===== config.mk =====
export PLATFORM = sky130hd
export DESIGN_NAME = wb_arbiter2
export DESIGN_NICKNAME = d
export VERILOG_FILES = /design/src/rtl/wb_arbiter2.sv
export SDC_FILE = /design/constraint.sdc
export NUM_CORES = 1
export LEC_CHECK = 0
export ABC_AREA = 1
export BUFFER_PORTS_ARGS = -buffer_cell sky130_fd_sc_hd__buf_2
export CORE_AREA = 4 4 122 124
export DETAILED_ROUTE_END_ITERATION = 8
export DIE_AREA = 0 0 126 128
export MAX_ROUTING_LAYER = met4
export REMOVE_ABC_BUFFERS = 1
export SLEW_MARGIN = 15
export SYNTH_ARGS = -nofsm -noshare
export SYNTH_HDL_FRONTEND = slang
export SYNTH_SLANG_ARGS = --single-unit
export TNS_END_PERCENT = 1

===== constraint.sdc =====
create_clock -name clk_i -period 2.5 [get_ports clk_i]
set_input_delay 0.25 -clock clk_i [delete_from_list [all_inputs] [get_ports clk_i]]
set_output_delay 0.25 -clock clk_i [all_outputs]
set_load 0.01 [all_outputs]

===== src/rtl/wb_arbiter2.sv =====
// Two-master pipelined Wishbone arbiter: round-robin tenures with a beat limit and ack tracking (WBARB_STATS_EN adds counters).
// Latency: grant is registered 1 cycle after cyc; data path is combinational. Backpressure: non-owner always stalled, owner sees s_stall.
module wb_arbiter2 #(
   parameter int AWIDTH    = 32,
   parameter int MAX_BEATS = 16,
   parameter int OWIDTH    = 4
) (
   input  logic              clk_i,
   input  logic              rst_ni,
   input  logic              m0_cyc,
   input  logic              m0_stb,
   input  logic              m0_we,
   input  logic [3:0]        m0_sel,
   input  logic [AWIDTH-1:0] m0_adr,
   input  logic [31:0]       m0_dat_w,
   output logic [31:0]       m0_dat_r,
   output logic              m0_ack,
   output logic              m0_stall,
   input  logic              m1_cyc,
   input  logic              m1_stb,
   input  logic              m1_we,
   input  logic [3:0]        m1_sel,
   input  logic [AWIDTH-1:0] m1_adr,
   input  logic [31:0]       m1_dat_w,
   output logic [31:0]       m1_dat_r,
   output logic              m1_ack,
   output logic              m1_stall,
   output logic              s_cyc,
   output logic              s_stb,
   output logic              s_we,
   output logic [3:0]        s_sel,
   output logic [AWIDTH-1:0] s_adr,
   output logic [31:0]       s_dat_w,
   input  logic [31:0]       s_dat_r,
   input  logic              s_ack,
   input  logic              s_stall,
   output logic [1:0]        owner
`ifdef WBARB_STATS_EN
   ,
   output logic [15:0]       grants0,
   output logic [15:0]       grants1,
   output logic [15:0]       contention
`endif
);

   typedef enum logic [1:0] {IDLE, OWN0, OWN1, DRAIN} state_t;

   localparam logic [7:0] MAXB = 8'(MAX_BEATS);

   state_t              state_q, state_d;
   logic [1:0]          owner_d;
   logic                last_q, last_d;
   logic [7:0]          beats_q, beats_d;
   logic [OWIDTH-1:0]   outst_q, outst_d;

   logic sel1, own_cyc, own_stb, oth_cyc;
   logic active, draining, at_limit, sat, pass;
   logic accept, route_ack, ack_cnt;

   // owner register doubles as the mux select; DRAIN keeps the old owner
   assign sel1     = owner[1];
   assign own_cyc  = sel1 ? m1_cyc : m0_cyc;
   assign own_stb  = sel1 ? m1_stb : m0_stb;
   assign oth_cyc  = sel1 ? m0_cyc : m1_cyc;
   assign active   = (state_q == OWN0) || (state_q == OWN1);
   assign draining = (state_q == DRAIN);
   assign at_limit = (beats_q == MAXB);
   assign sat      = &outst_q;
   assign pass     = active && !at_limit && !sat;

   assign s_cyc    = own_cyc && (active || (draining && (outst_q != '0)));
   assign s_stb    = own_cyc && own_stb && pass;
   assign s_we     = sel1 ? m1_we    : m0_we;
   assign s_sel    = sel1 ? m1_sel   : m0_sel;
   assign s_adr    = sel1 ? m1_adr   : m0_adr;
   assign s_dat_w  = sel1 ? m1_dat_w : m0_dat_w;

   assign accept    = s_stb && !s_stall;
   assign route_ack = s_ack && s_cyc;
   assign ack_cnt   = route_ack && (outst_q != '0);

   assign m0_dat_r = s_dat_r;
   assign m1_dat_r = s_dat_r;
   assign m0_ack   = owner[0] && route_ack;
   assign m1_ack   = owner[1] && route_ack;
   assign m0_stall = !owner[0] || !pass || s_stall;
   assign m1_stall = !owner[1] || !pass || s_stall;

   always_comb begin
      state_d = state_q;
      owner_d = owner;
      last_d  = last_q;
      beats_d = beats_q;
      outst_d = outst_q;
      if (accept && !ack_cnt)
         outst_d = outst_q + OWIDTH'(1);
      else if (!accept && ack_cnt)
         outst_d = outst_q - OWIDTH'(1);

      case (state_q)
         IDLE: begin
            outst_d = '0;
            beats_d = '0;
            if (m0_cyc && (!m1_cyc || last_q)) begin
               state_d = OWN0;
               owner_d = 2'b01;
               last_d  = 1'b0;
            end else if (m1_cyc) begin
               state_d = OWN1;
               owner_d = 2'b10;
               last_d  = 1'b1;
            end
         end
         OWN0, OWN1: begin
            if (!own_cyc) begin
               // abort: pending acks are forfeited
               state_d = IDLE;
               owner_d = 2'b00;
               outst_d = '0;
               beats_d = '0;
            end else if (at_limit) begin
               if (oth_cyc)
                  state_d = DRAIN;
               else
                  beats_d = '0;
            end else if (accept) begin
               beats_d = beats_q + 8'd1;
            end
         end
         DRAIN: begin
            if (!own_cyc) begin
               state_d = IDLE;
               owner_d = 2'b00;
               outst_d = '0;
               beats_d = '0;
            end else if (outst_q == '0) begin
               state_d = sel1 ? OWN0 : OWN1;
               owner_d = sel1 ? 2'b01 : 2'b10;
               last_d  = !sel1;
               beats_d = '0;
            end
         end
         default: begin
            state_d = IDLE;
            owner_d = 2'b00;
         end
      endcase
   end

   always_ff @(posedge clk_i or negedge rst_ni) begin
      if (!rst_ni) begin
         state_q <= IDLE;
         owner   <= 2'b00;
         last_q  <= 1'b1;
         beats_q <= '0;
         outst_q <= '0;
      end else begin
         state_q <= state_d;
         owner   <= owner_d;
         last_q  <= last_d;
         beats_q <= beats_d;
         outst_q <= outst_d;
      end
   end

`ifdef WBARB_STATS_EN
   always_ff @(posedge clk_i or negedge rst_ni) begin
      if (!rst_ni) begin
         grants0    <= '0;
         grants1    <= '0;
         contention <= '0;
      end else begin
         if (state_d == OWN0 && state_q != OWN0 && grants0 != 16'hFFFF)
            grants0 <= grants0 + 16'd1;
         if (state_d == OWN1 && state_q != OWN1 && grants1 != 16'hFFFF)
            grants1 <= grants1 + 16'd1;
         if (owner != 2'b00 && oth_cyc && contention != 16'hFFFF)
            contention <= contention + 16'd1;
      end
   end
`endif

endmodule


-- Word level (Yosys, flattened, before mapping)
Cells that the tools add are included.
- register bits after elaboration: 17
- output and inout bits: 141
- logic and storage cells: 97
- $add $sub $neg: 3
- eq/ne operators: 14
- muxes and demuxes: 34
- reduce and logical (&&, ||, !) cells: 41
- operator list (cell ; count):
    32-bit 2-to-1 mux ; 2
    8-bit 2-to-1 mux ; 6
    8-bit one-hot mux with 3 select lines ; 1
    2-bit 2-to-1 mux ; 9
    4-bit 2-to-1 mux ; 4
    1-bit logical AND ; 14
    2-bit one-hot mux with 3 select lines ; 2
    4-bit AND reduction ; 3
    1-bit logical NOT ; 9
    3-bit != test, second input constant ; 3
    8-bit by 1-bit adder with 8-bit output, second input constant ; 1
    8-bit by 5-bit equality test with 1-bit output, second input constant ; 1
    1-bit 2-to-1 mux ; 8
    4-bit != test, second input constant ; 2
    4-bit one-hot mux with 2 select lines ; 1
    1-bit logical OR ; 7
    3-bit AND reduction ; 2
    4-bit by 1-bit adder with 4-bit output, second input constant ; 1
    2-bit equality test, second input constant ; 2
    4-bit logical NOT ; 1
    2-bit != test, second input constant ; 2
    4-bit by 2-bit != test with 1-bit output, second input constant ; 1
    4-bit nonzero test ; 1
    4-bit by 1-bit subtractor with 4-bit output, second input constant ; 1
    other kinds (8) ; 8

-- Depth between registers and ports, before layout
Gate-level depths: netlist of run 1.
- depth in word-level cells: 12
- gate-level depth with buffers: 16
- depth with buffers taken out: 16

-- Worst setup path before layout of run 1
Ideal clock, no wire load.
- kind: reg2reg
- start point: register state_q[0]
- end point: register outst_q[3]
- arrival: 2.164 ns
- data required time: 2.387 ns
- path slack: 0.223 ns
- stages on the path, launching flop included: 16
- cells stage by stage: dfrtp_1 > inv_1 > ha_1 > nand2_4 > inv_2 > nand2_2 > nor3_1 > ha_1 > inv_1 > ha_1 > a21oi_1 > nand2_1 > a21oi_1 > o21ai_0 > nand2_1 > inv_1
- cells in the longest elaborated chain, start to end: 11
- ends and longest elaborated chain (what ; RTL line ; source):
    start, declared ; 50 ; state_t state_q, state_d;
    start signal, assigned ; 158 ; state_q <= state_d;
    2-bit by 1-bit equality test with 1-bit output, or another cell as far along ; 65, 100 ;
    1-bit logical OR or 1-bit logical AND (tied branches) ; 65, 71 ;
    1-bit logical OR ; 71 ; assign s_cyc = own_cyc && (active || (draining && (outst_q != '0)));
    1-bit logical AND ; 71 ;
    1-bit logical AND ; 79 ; assign route_ack = s_ack && s_cyc;
    1-bit logical AND ; 80 ; assign ack_cnt = route_ack && (outst_q != '0);
    1-bit logical NOT ; 95 ; if (accept && !ack_cnt)
    1-bit logical AND ; 95 ;
    4-bit 2-to-1 mux ; 95 ;
    4-bit 2-to-1 mux ; 115, 131 ;
    4-bit one-hot mux with 2 select lines ; 100 ; case (state_q)
    end signal, assigned ; 162 ; outst_q <= outst_d;
    end, declared ; 54 ; logic [OWIDTH-1:0] outst_q, outst_d;
Several ways; a longest one is shown, not always the timed one.
A chain may end at the register's enable or synchronous reset.

-- Final worst setup path of run 1
Same ends and word-level chain as after synthesis.

==> results of run 1 <==
==> what timing repair did <==
action                                 4_1_cts  5_1_grt
endpoints found under the hold margin       16        0
resized for setup                            0        4
setup buffers                                0        0
hold buffers                                 1        0
setup endpoints to repair                    0        1
==> worst max-delay path: cells and delay by family (launching register included) <==
kind / cells / cell delay (ps)
AOI/OAI and AO/OA: 3 / 320
DFF: 1 / 400
buffers and inverters: 4 / 260
adders and majority gates: 3 / 800
and+or+nand+nor: 5 / 390
==> sequential cells by signal (all words and copies together), names as in the netlist <==
| register | flops |
|---|---|
| owner | 2 |
| state_q | 2 |
| beats_q | 8 |
| outst_q | 4 |
| last_q | 1 |
==> report_power, final <==
group          internal [mW]  switching, mW  leakage, nW
sequential             0.334         0.0406        0.227
combinational          0.818           1.40         2.05
clock                  0.215          0.119       0.0409
total                   1.37           1.56         2.32
==> cell families after synthesis <==
group,Yosys count
AO/OA/AOI/OAI,20
XOR/XNOR,5
adder cells (fa/ha/maj),8
buffers and inverters,111
flip-flops,17
AND/OR/NAND/NOR,327
==> cell type report <==
type / instances / area, um2 / area share, %
sequential: 17 / 428 / 11.7
inverter: 30 / 113 / 3.08
tap: 180 / 225 / 6.16
clock buffer: 3 / 75.1 / 2.05
timing repair buffer: 231 / 1180 / 32.3
multi-input combinational: 360 / 1630 / 44.5
clock inverter: 1 / 5.00 / 0.137
==> metal layers <==
metal / vias to the layer above / share of wire, %
met5: - / 0
met4: 0 / 0.45
met3: 5 / 12
met2: 180 / 42
met1: 1446 / 45
li1: 1730 / -
==> cell usage in the layout, fill, tap and decap left out, drive strengths merged <==
cell type | synthesis | layout
a211oi | 1 | 1
a21oi | 8 | 8
buf | 72 | 230
clkbuf | 9 | 3
clkinv | 1 | 2
dfrtp | 16 | 16
dfstp | 1 | 1
dlygate4sd3 | 0 | 1
fa | 1 | 1
ha | 7 | 7
inv | 29 | 29
nand2 | 272 | 272
nand3 | 22 | 22
nand3b | 1 | 1
nand4 | 5 | 5
nor2 | 24 | 24
nor3 | 2 | 2
o21ai | 11 | 11
or2 | 1 | 1
xor2 | 5 | 5
==> worst max path at each step <==
stage	startpoint	end	cells after the start
4_1_cts	state_q[0]	outst_q[3]	15
3_5_place_dp	state_q[0]	outst_q[3]	15
6_report	state_q[0]	outst_q[3]	15
3_3_place_gp	state_q[0]	outst_q[3]	15
5_1_grt	owner[1]	outst_q[3]	16
2_1_floorplan	owner[1]	outst_q[3]	16
==> through the flow <==
step	instance area [um2]	setup TNS (ps)	setup WS [ps]
floorplan	2140	-34300	-1520
global placement	3540	0	180
detailed placement	3540	0	145
CTS	3630	0	131
global route	3650	0	51.0
finish	3650	0	218
==> flow_summary.ini, run 1 <==
[status]
status = finished, final reports clean

[detailed_routing]
post-route-drc-count = 0
avgRoutedWirePerCell_um = 14.6
num_vias = 3361
ant_nets = 0
viasPerCell = 4.09
firstDrtPassIters = 5
drtIter0Drc = 161
routed_wl_mm = 12.0

[timing]
rsz0062_at_grt = false
fin_skew_ps = 1.53
fin_crit_ps = 2280
final_max_slew_viol_count = 0
slew-limit-headroom_pct = 56.6
timing.final.crit_share_pct = 91.3
setup_violations = 0
timing.fmax_mhz = 438
finalHoldViolations = 0
worst_pin_slew_ps = 651
whs_ps = 443

[final_layout]
layout.nets = 829
num-fill-cells = 1594
area_delta_synth_final_pct = 35.4
finalNonFillerCells = 822
drive_gt1_share_pct = 39.6
num_antenna_cells = 0
fin_util_pct = 26.5

[setup_path]
critPathSlowestCell = dfrtp_1
crit_chain = inv_1, ha_4, nand2_4, inv_2, nand2_2, nor3_2, ha_2, inv_1, ha_1, a21oi_1, nand2_1, a21oi_1, o21ai_0, nand2_1, inv_1
worst-endpoint-arrival_ps = 2430
max_stage_delay_ps = 400
crit_fanout = 4
cp-end-kind = flip-flop
crit_path_frequent_cell = inv_1
reg2reg_to = outst_q[3]
worstSetupPathType = flip-flop to flip-flop
reg2regPathDepth = 15
rrSetupSlack_ps = 220
crit_required_ps = 2650
reg2reg_from = state_q[0]
startpoint_type = flip-flop

[clock_tree]
clkTransAtPathRegs_ps = 60
clk_latency_ps = 250
cts_tree = done
cts_inserted_buffers = 3
h-tree-depth = 1
cts_root_buf = clkbuf_16
clock_path_buffers = 2
cts_sinks = 17

[yosys]
yosys_warnings = 0
muxShareOfSynthArea_pct = 0
yosysMostFrequentCell = nand2_1
synthFlopType = dfrtp_1
synth_fa_ha_area_share_pct = 3.99
synth_top_family_by_area = simple AND/OR/NAND/NOR gates
ys_ff_latch = 17
netlist-cell-type-count = 29
synth_area_leaders = nand2_1 (37%), buf_4 (18%), dfrtp_1 (15%)
ys_async_sr_fraction_pct = 100
synth_area_um2 = 2700
synth-simple-area-share_pct = 49.5
ys_seq_area_share_pct = 15.8
synth_compound_area_share_pct = 4.22
synth_common_cells = nand2_1 (264), buf_4 (64), inv_1 (27)
synth_area_per_cell_um2 = 5.53
yosysTopAreaCellShare_pct = 36.7
synth_xor_area_share_pct = 1.62
yosysTopAreaCell = nand2_1
synth_edf_count = 0
syn_inst = 488

[min_path]
min_path_type = primary input to flip-flop
min_delay_path_depth = 4
worstHoldStart = s_stall
min_to = beats_q[2]

[die]
io_pins = 319
core_area_um2 = 13800
initial_core_util_pct = 19.6
die_height_um = 128
fp-row-count = 43
die_area_um2 = 16100
die_x_um = 126

[placed_design]
place_inst = 817
dp_hpwl_mm = 9.84
port_buffers = 222
gp_congestion = 0.850

[power_and_ir_drop]
power.density_nw_per_um2 = 802
ir_drop_v = 0.000306
power.total_mw = 2.93
p_leak_nw = 2.32

[grt]
top_usage_layer = met1
grt_max_degree = 69
grtUsageTotal_pct = 13.8
use_met2_pct = 18.8
antenna_found_initial = 0
grt_overflow_total = 0
grt_pass1_vias = 2979
grt_util_met3_pct = 6.88
grt_pass1_wl_mm = 17.3
met1_usage_pct = 18.9

[flow_run]
drv_cap = 0
No activity file was read; power rests on OpenSTA's default activity.
==> run 2: changes to the inputs <==
--- a/config.mk
+++ b/config.mk
@@ -11,7 +11,6 @@
 export DETAILED_ROUTE_END_ITERATION = 8
 export DIE_AREA = 0 0 126 128
 export MAX_ROUTING_LAYER = met4
-export REMOVE_ABC_BUFFERS = 1
 export SLEW_MARGIN = 15
 export SYNTH_ARGS = -nofsm -noshare
 export SYNTH_HDL_FRONTEND = slang
==> constraint.sdc (replaced) <==
create_clock -name clk_i -period 2.24 [get_ports clk_i]
set_input_delay 0.224 -clock clk_i [delete_from_list [all_inputs] [get_ports clk_i]]
set_output_delay 0.224 -clock clk_i [all_outputs]
set_load 0.01 [all_outputs]
==> run 2 against run 1 <==
Compared with the run above:
- critical path depth is 2 lower
- routed wire length rose by 8.1%
- clock skew fell by 0.63 ps
- clock power is 8.7% higher
- cell count is 1.5% higher
- critical path type unchanged
- largest cell class unchanged
- highest routed layer unchanged
==> flow_summary.ini, run 2 (same netlist as run 1, synthesis figures left out) <==
[setup_path]
cp-end-kind = flip-flop
reg2reg_from = beats_q[0]
reg2regPathDepth = 13
worst-endpoint-arrival_ps = 2250
reg2reg_to = outst_q[1]
crit_required_ps = 2380
startpoint_type = flip-flop
crit_fanout = 3
rrSetupSlack_ps = 120
worstSetupPathType = flip-flop to flip-flop

[power_and_ir_drop]
share_comb_of_total_power_pct = 77.7
sequentialPowerShare_pct = 12.0
p_int_mw = 1.61
p_switching_mw = 1.91
switching_share_pct = 54.3
power_frac_clock_pct = 10.3
ir_drop_v = 0.000291
power.density_nw_per_um2 = 934
p_leak_nw = 2.38

[clock_tree]
cts_inserted_buffers = 3
cts_sinks = 17
clk_latency_ps = 250
h-tree-depth = 1
cts_tree = done
clkTransAtPathRegs_ps = 50
clock_path_buffers = 2
cts_root_buf = clkbuf_16

[final_layout]
drive_gt1_share_pct = 41.6
largest_reg_flops = 8
top_regs = beats_q (8), outst_q (4)
layout_common_cells = nand2_1 (263), buf_2 (222), inv_1 (24)
layout.nets = 841
final_area_um2 = 3770
largest_register = beats_q
area_delta_synth_final_pct = 39.6
num-fill-cells = 1591
final_common_cell = nand2_1
num_antenna_cells = 0

[placed_design]
port_buffers = 222
place_area_um2 = 3630
dp_hpwl_mm = 11.3
gp_congestion = 0.818

[grt]
grtUsageTotal_pct = 14.8
grt_max_degree = 44
grt_pass1_wl_mm = 18.0
antenna_found_initial = 0
grt_pass1_vias = 3176
grt_overflow_total = 0

[timing]
timing.final.crit_share_pct = 94.6
fin_skew_ps = 0.899
finalHoldViolations = 0
setup_tns_ps = 0
final_max_slew_viol_count = 0
rsz0062_at_grt = true
fin_crit_ps = 2120
worst_pin_slew_ps = 449
setup_violations = 0
timing.fmax_mhz = 472
slew-limit-headroom_pct = 69.8

[yosys]
syn_nets = 674

[detailed_routing]
avgRoutedWirePerCell_um = 15.5
ant_nets = 0
firstDrtPassIters = 4
drtIter0Drc = 132
routed_wl_mm = 12.9
viasPerCell = 4.08
post-route-drc-count = 0
num_vias = 3402

[status]
status = finished, final reports clean

[die]
io_pins = 319
fp-row-count = 43
die_area_um2 = 16100
die_x_um = 126
die_height_um = 128
core_area_um2 = 13800
initial_core_util_pct = 19.6

[flow_run]
drv_cap = 0

[min_path]
min_path_type = primary input to async pin
==> run 2: worst max-delay path: stages (launching register included) <==
cell	delay (ps)
dfrtp_1	380
inv_2	60
ha_1	150
nand2_1	50
nor2_1	80
nand2_1	100
nand2_2	90
nor3_2	40
ha_2	180
buf_4	140
fa_2	510
nor2_1	40
a21oi_1	110
nor2_1	60
==> run 2: worst max path at each step <==
stage                          start  cells past startpoint    endpoint  slack [ps]
after CTS                   owner[1]                     16  outst_q[3]           8
after global placement      owner[1]                     16  outst_q[3]          40
after global routing      state_q[1]                     15  outst_q[3]         -30
after detailed placement    owner[1]                     16  outst_q[3]          30
final                     beats_q[0]                     13  outst_q[1]         120
after floorplan           beats_q[0]                     16  outst_q[3]          40
==> run 2: area by class of cell <==
| type | count | area, um2 | area share, % |
|---|---|---|---|
| Clock buffer | 4 | 78.8 | 2.09 |
| Multi-Input combinational cell | 360 | 1650 | 43.8 |
| Timing Repair Buffer | 243 | 1270 | 33.8 |
| Inverter | 30 | 115 | 3.06 |
| Tap cell | 180 | 225 | 5.98 |
| Sequential cell | 17 | 428 | 11.4 |
==> run 2: stage by stage <==
step / setup WS (ps) / cells / total power [mW] / util, % / hold WS [ps]
after floorplan: 41.5 / 488 / 2.05 / - / -71.6
after global placement: 35.7 / 826 / 3.16 / 26.3 / 178
after detailed placement: 31.3 / 826 / 3.14 / 26.3 / 191
after CTS: 8.14 / 831 / 3.53 / 27.0 / 438
after global routing: -32.3 / 834 / 3.90 / 27.3 / 448
final: 121 / 834 / 3.52 / 27.3 / 438
==> run 2: layer usage <==
| metal | vias up | part of all wire, % | routed length, um | track usage, % |
|---|---|---|---|---|
| met1 | 1448 | 38 | 4940 | 17.5 |
| met4 | 0 | 1.6 | 201 | 3.53 |
| met2 | 173 | 44 | 5670 | 21.6 |
| li1 | 1753 | - | - | - |
| met5 | - | 0 | 0 | - |
| met3 | 28 | 16 | 2120 | 8.88 |
==> run 2: timing repair <==
| item | CTS | global route |
|---|---|---|
| hold buffers | 1 | 0 |
| resized for setup | 0 | 10 |
| buffers inserted | 0 | 3 |
| setup endpoints to repair | 0 | 3 |
| hold endpoints to repair | 16 | 0 |
==> run 2: power by group through the flow <==
stage | sequential, mW | clock (mW) | combinational, mW
floorplan | 0.422 | 0 | 1.63
global placement | 0.419 | 0 | 2.74
detailed placement | 0.421 | 0 | 2.72
CTS | 0.417 | 0.375 | 2.74
global route | 0.428 | 0.389 | 3.09
finish | 0.421 | 0.363 | 2.73
==> run 3: changes to the inputs <==
--- a/config.mk
+++ b/config.mk
@@ -11,6 +11,7 @@
 export DETAILED_ROUTE_END_ITERATION = 8
 export DIE_AREA = 0 0 126 128
 export MAX_ROUTING_LAYER = met4
+export PLACE_DENSITY = 0.5
 export SLEW_MARGIN = 15
 export SYNTH_ARGS = -nofsm -noshare
 export SYNTH_HDL_FRONTEND = slang
==> run 3 against run 2 <==
Compared with the run above:
- fmax is 2.3% lower
- core utilization is 0.40 points higher
- non-clock buffer count is 8 higher
- flip-flop and latch count stayed put
- worst setup slack worse by 50 ps
- sequential power is 1% lower
- first-iteration DRC count is 7.6% lower
- largest power group unchanged
==> flow_summary.ini, run 3 (same netlist as run 1, synthesis figures left out) <==
[setup_path]
reg2reg_from = state_q[1]
critPathBufInv = 3
cp-end-kind = flip-flop
critPathLaunch = state_q[1]
worst-endpoint-arrival_ps = 2330
crit_required_ps = 2400
crit_fanout = 3
cp_top_family = adder cells
critPathSlowestCell = dfrtp_1
startpoint_type = flip-flop
crit_chain = inv_2, ha_4, nand2_4, buf_4, nand2_4, nand3_1, ha_2, buf_4, fa_1, xor2_1, a211oi_1
worstSetupPathType = flip-flop to flip-flop
max_stage_delay_ps = 380

[clock_tree]
cts_inserted_buffers = 3
h-tree-depth = 1
clock_path_buffers = 2
cts_sinks = 17
clk_latency_ps = 250
clkTransAtPathRegs_ps = 60
cts_root_buf = clkbuf_16
cts_tree = done

[die]
core_area_um2 = 13800
initial_core_util_pct = 19.6
die_x_um = 126
die_height_um = 128
die_area_um2 = 16100
io_pins = 319
fp-row-count = 43

[final_layout]
layout.nets = 849
multi_input_area_um2 = 1650
layout_common_cells = nand2_1 (264), buf_2 (222), buf_4 (28)
fin_util_pct = 27.7
largest_register = beats_q
final_common_cell = nand2_1
seqCellArea_um2 = 428
num_antenna_cells = 0
largest_reg_flops = 8
finalNonFillerCells = 842
num-fill-cells = 1612
top_regs = beats_q (8), outst_q (4)
area_delta_synth_final_pct = 41.7
drive_gt1_share_pct = 42.1

[grt]
grt_overflow_total = 0
antenna_found_initial = 0
grt_pass1_wl_mm = 17.2
grtUsageTotal_pct = 13.7
grt_max_degree = 50
grt_pass1_vias = 3191

[detailed_routing]
viasPerCell = 4.00
post-route-drc-count = 0
avgRoutedWirePerCell_um = 14.2
firstDrtPassIters = 4
routed_wl_mm = 11.9
num_vias = 3364
drtIter0Drc = 122
ant_nets = 0

[timing]
timing.final.crit_share_pct = 96.8
final_max_slew_viol_count = 0
setup_violations = 0
worst_pin_slew_ps = 525
fin_crit_ps = 2170
fin_skew_ps = 2.49
slew-limit-headroom_pct = 64.6
setup_tns_ps = 0
rsz0062_at_grt = true
whs_ps = 444
timing.fmax_mhz = 461
finalHoldViolations = 0

[power_and_ir_drop]
ir_drop_v = 0.000413
power.density_nw_per_um2 = 919
p_leak_nw = 2.42

[placed_design]
place_inst = 829
port_buffers = 222
dp_hpwl_mm = 10.1
gp_congestion = 0.809

[status]
status = finished, final reports clean

[flow_run]
drv_cap = 0

[yosys]
syn_nets = 674

[min_path]
min_path_type = primary input to async pin
run 3: cell types whose count changed in the layout (fill, tap and decap cells not counted), sizes merged:
cell	delta
buf	+8
run 3: through the flow:
step	area, um2	power [mW]	setup slack [ps]
6_report	3820	3.51	70.9
5_1_grt	3820	3.90	-45.4
4_1_cts	3740	3.46	13.8
3_5_place_dp	3650	3.07	21.8
3_3_place_gp	3650	3.09	63.5
2_1_floorplan	2720	2.05	41.5
run 3: power by group:
part / switching [mW] / internal, mW / total [mW]
registers: 0.0444 / 0.373 / 0.417
logic: 1.67 / 1.05 / 2.72
clock network: 0.130 / 0.242 / 0.372
run 3: worst paths after layout:
check | endpoint | slack (ps) | cells after the start
worst max-delay path | outst_q[2] | 70 | 11
worst min-delay path | beats_q[4] | 440 | 2
worst max register to register | outst_q[2] | 70 | 11
worst min register to register | last_q | 500 | 2
max in group asynchronous | last_q | 1470 | 2
min in group clk_i | m0_dat_r[16] | 450 | 0
run 3: per-layer routing:
| layer | share of wire (%) | global-route usage [%] |
|---|---|---|
| met1 | 40 | 16.6 |
| met2 | 46 | 21.2 |
| met3 | 13 | 6.00 |
| met4 | 1.6 | 2.71 |
| met5 | 0 | - |
run 3: layout make-up:
cell class / instances / share of cell area [%]
well taps: 180 / 5.89
flip-flops and latches: 17 / 11.2
multi-input cells: 360 / 43.1
clock buffers: 4 / 2.06
inverters: 30 / 2.95
repair buffers: 251 / 34.8
run 3: repair_timing:
action / 4_1_cts / 5_1_grt
setup endpoints to repair: 0 / 3
gates resized for setup: 0 / 8
endpoints found under the hold margin: 16 / 0
buffers inserted: 0 / 8
hold buffers: 1 / 0
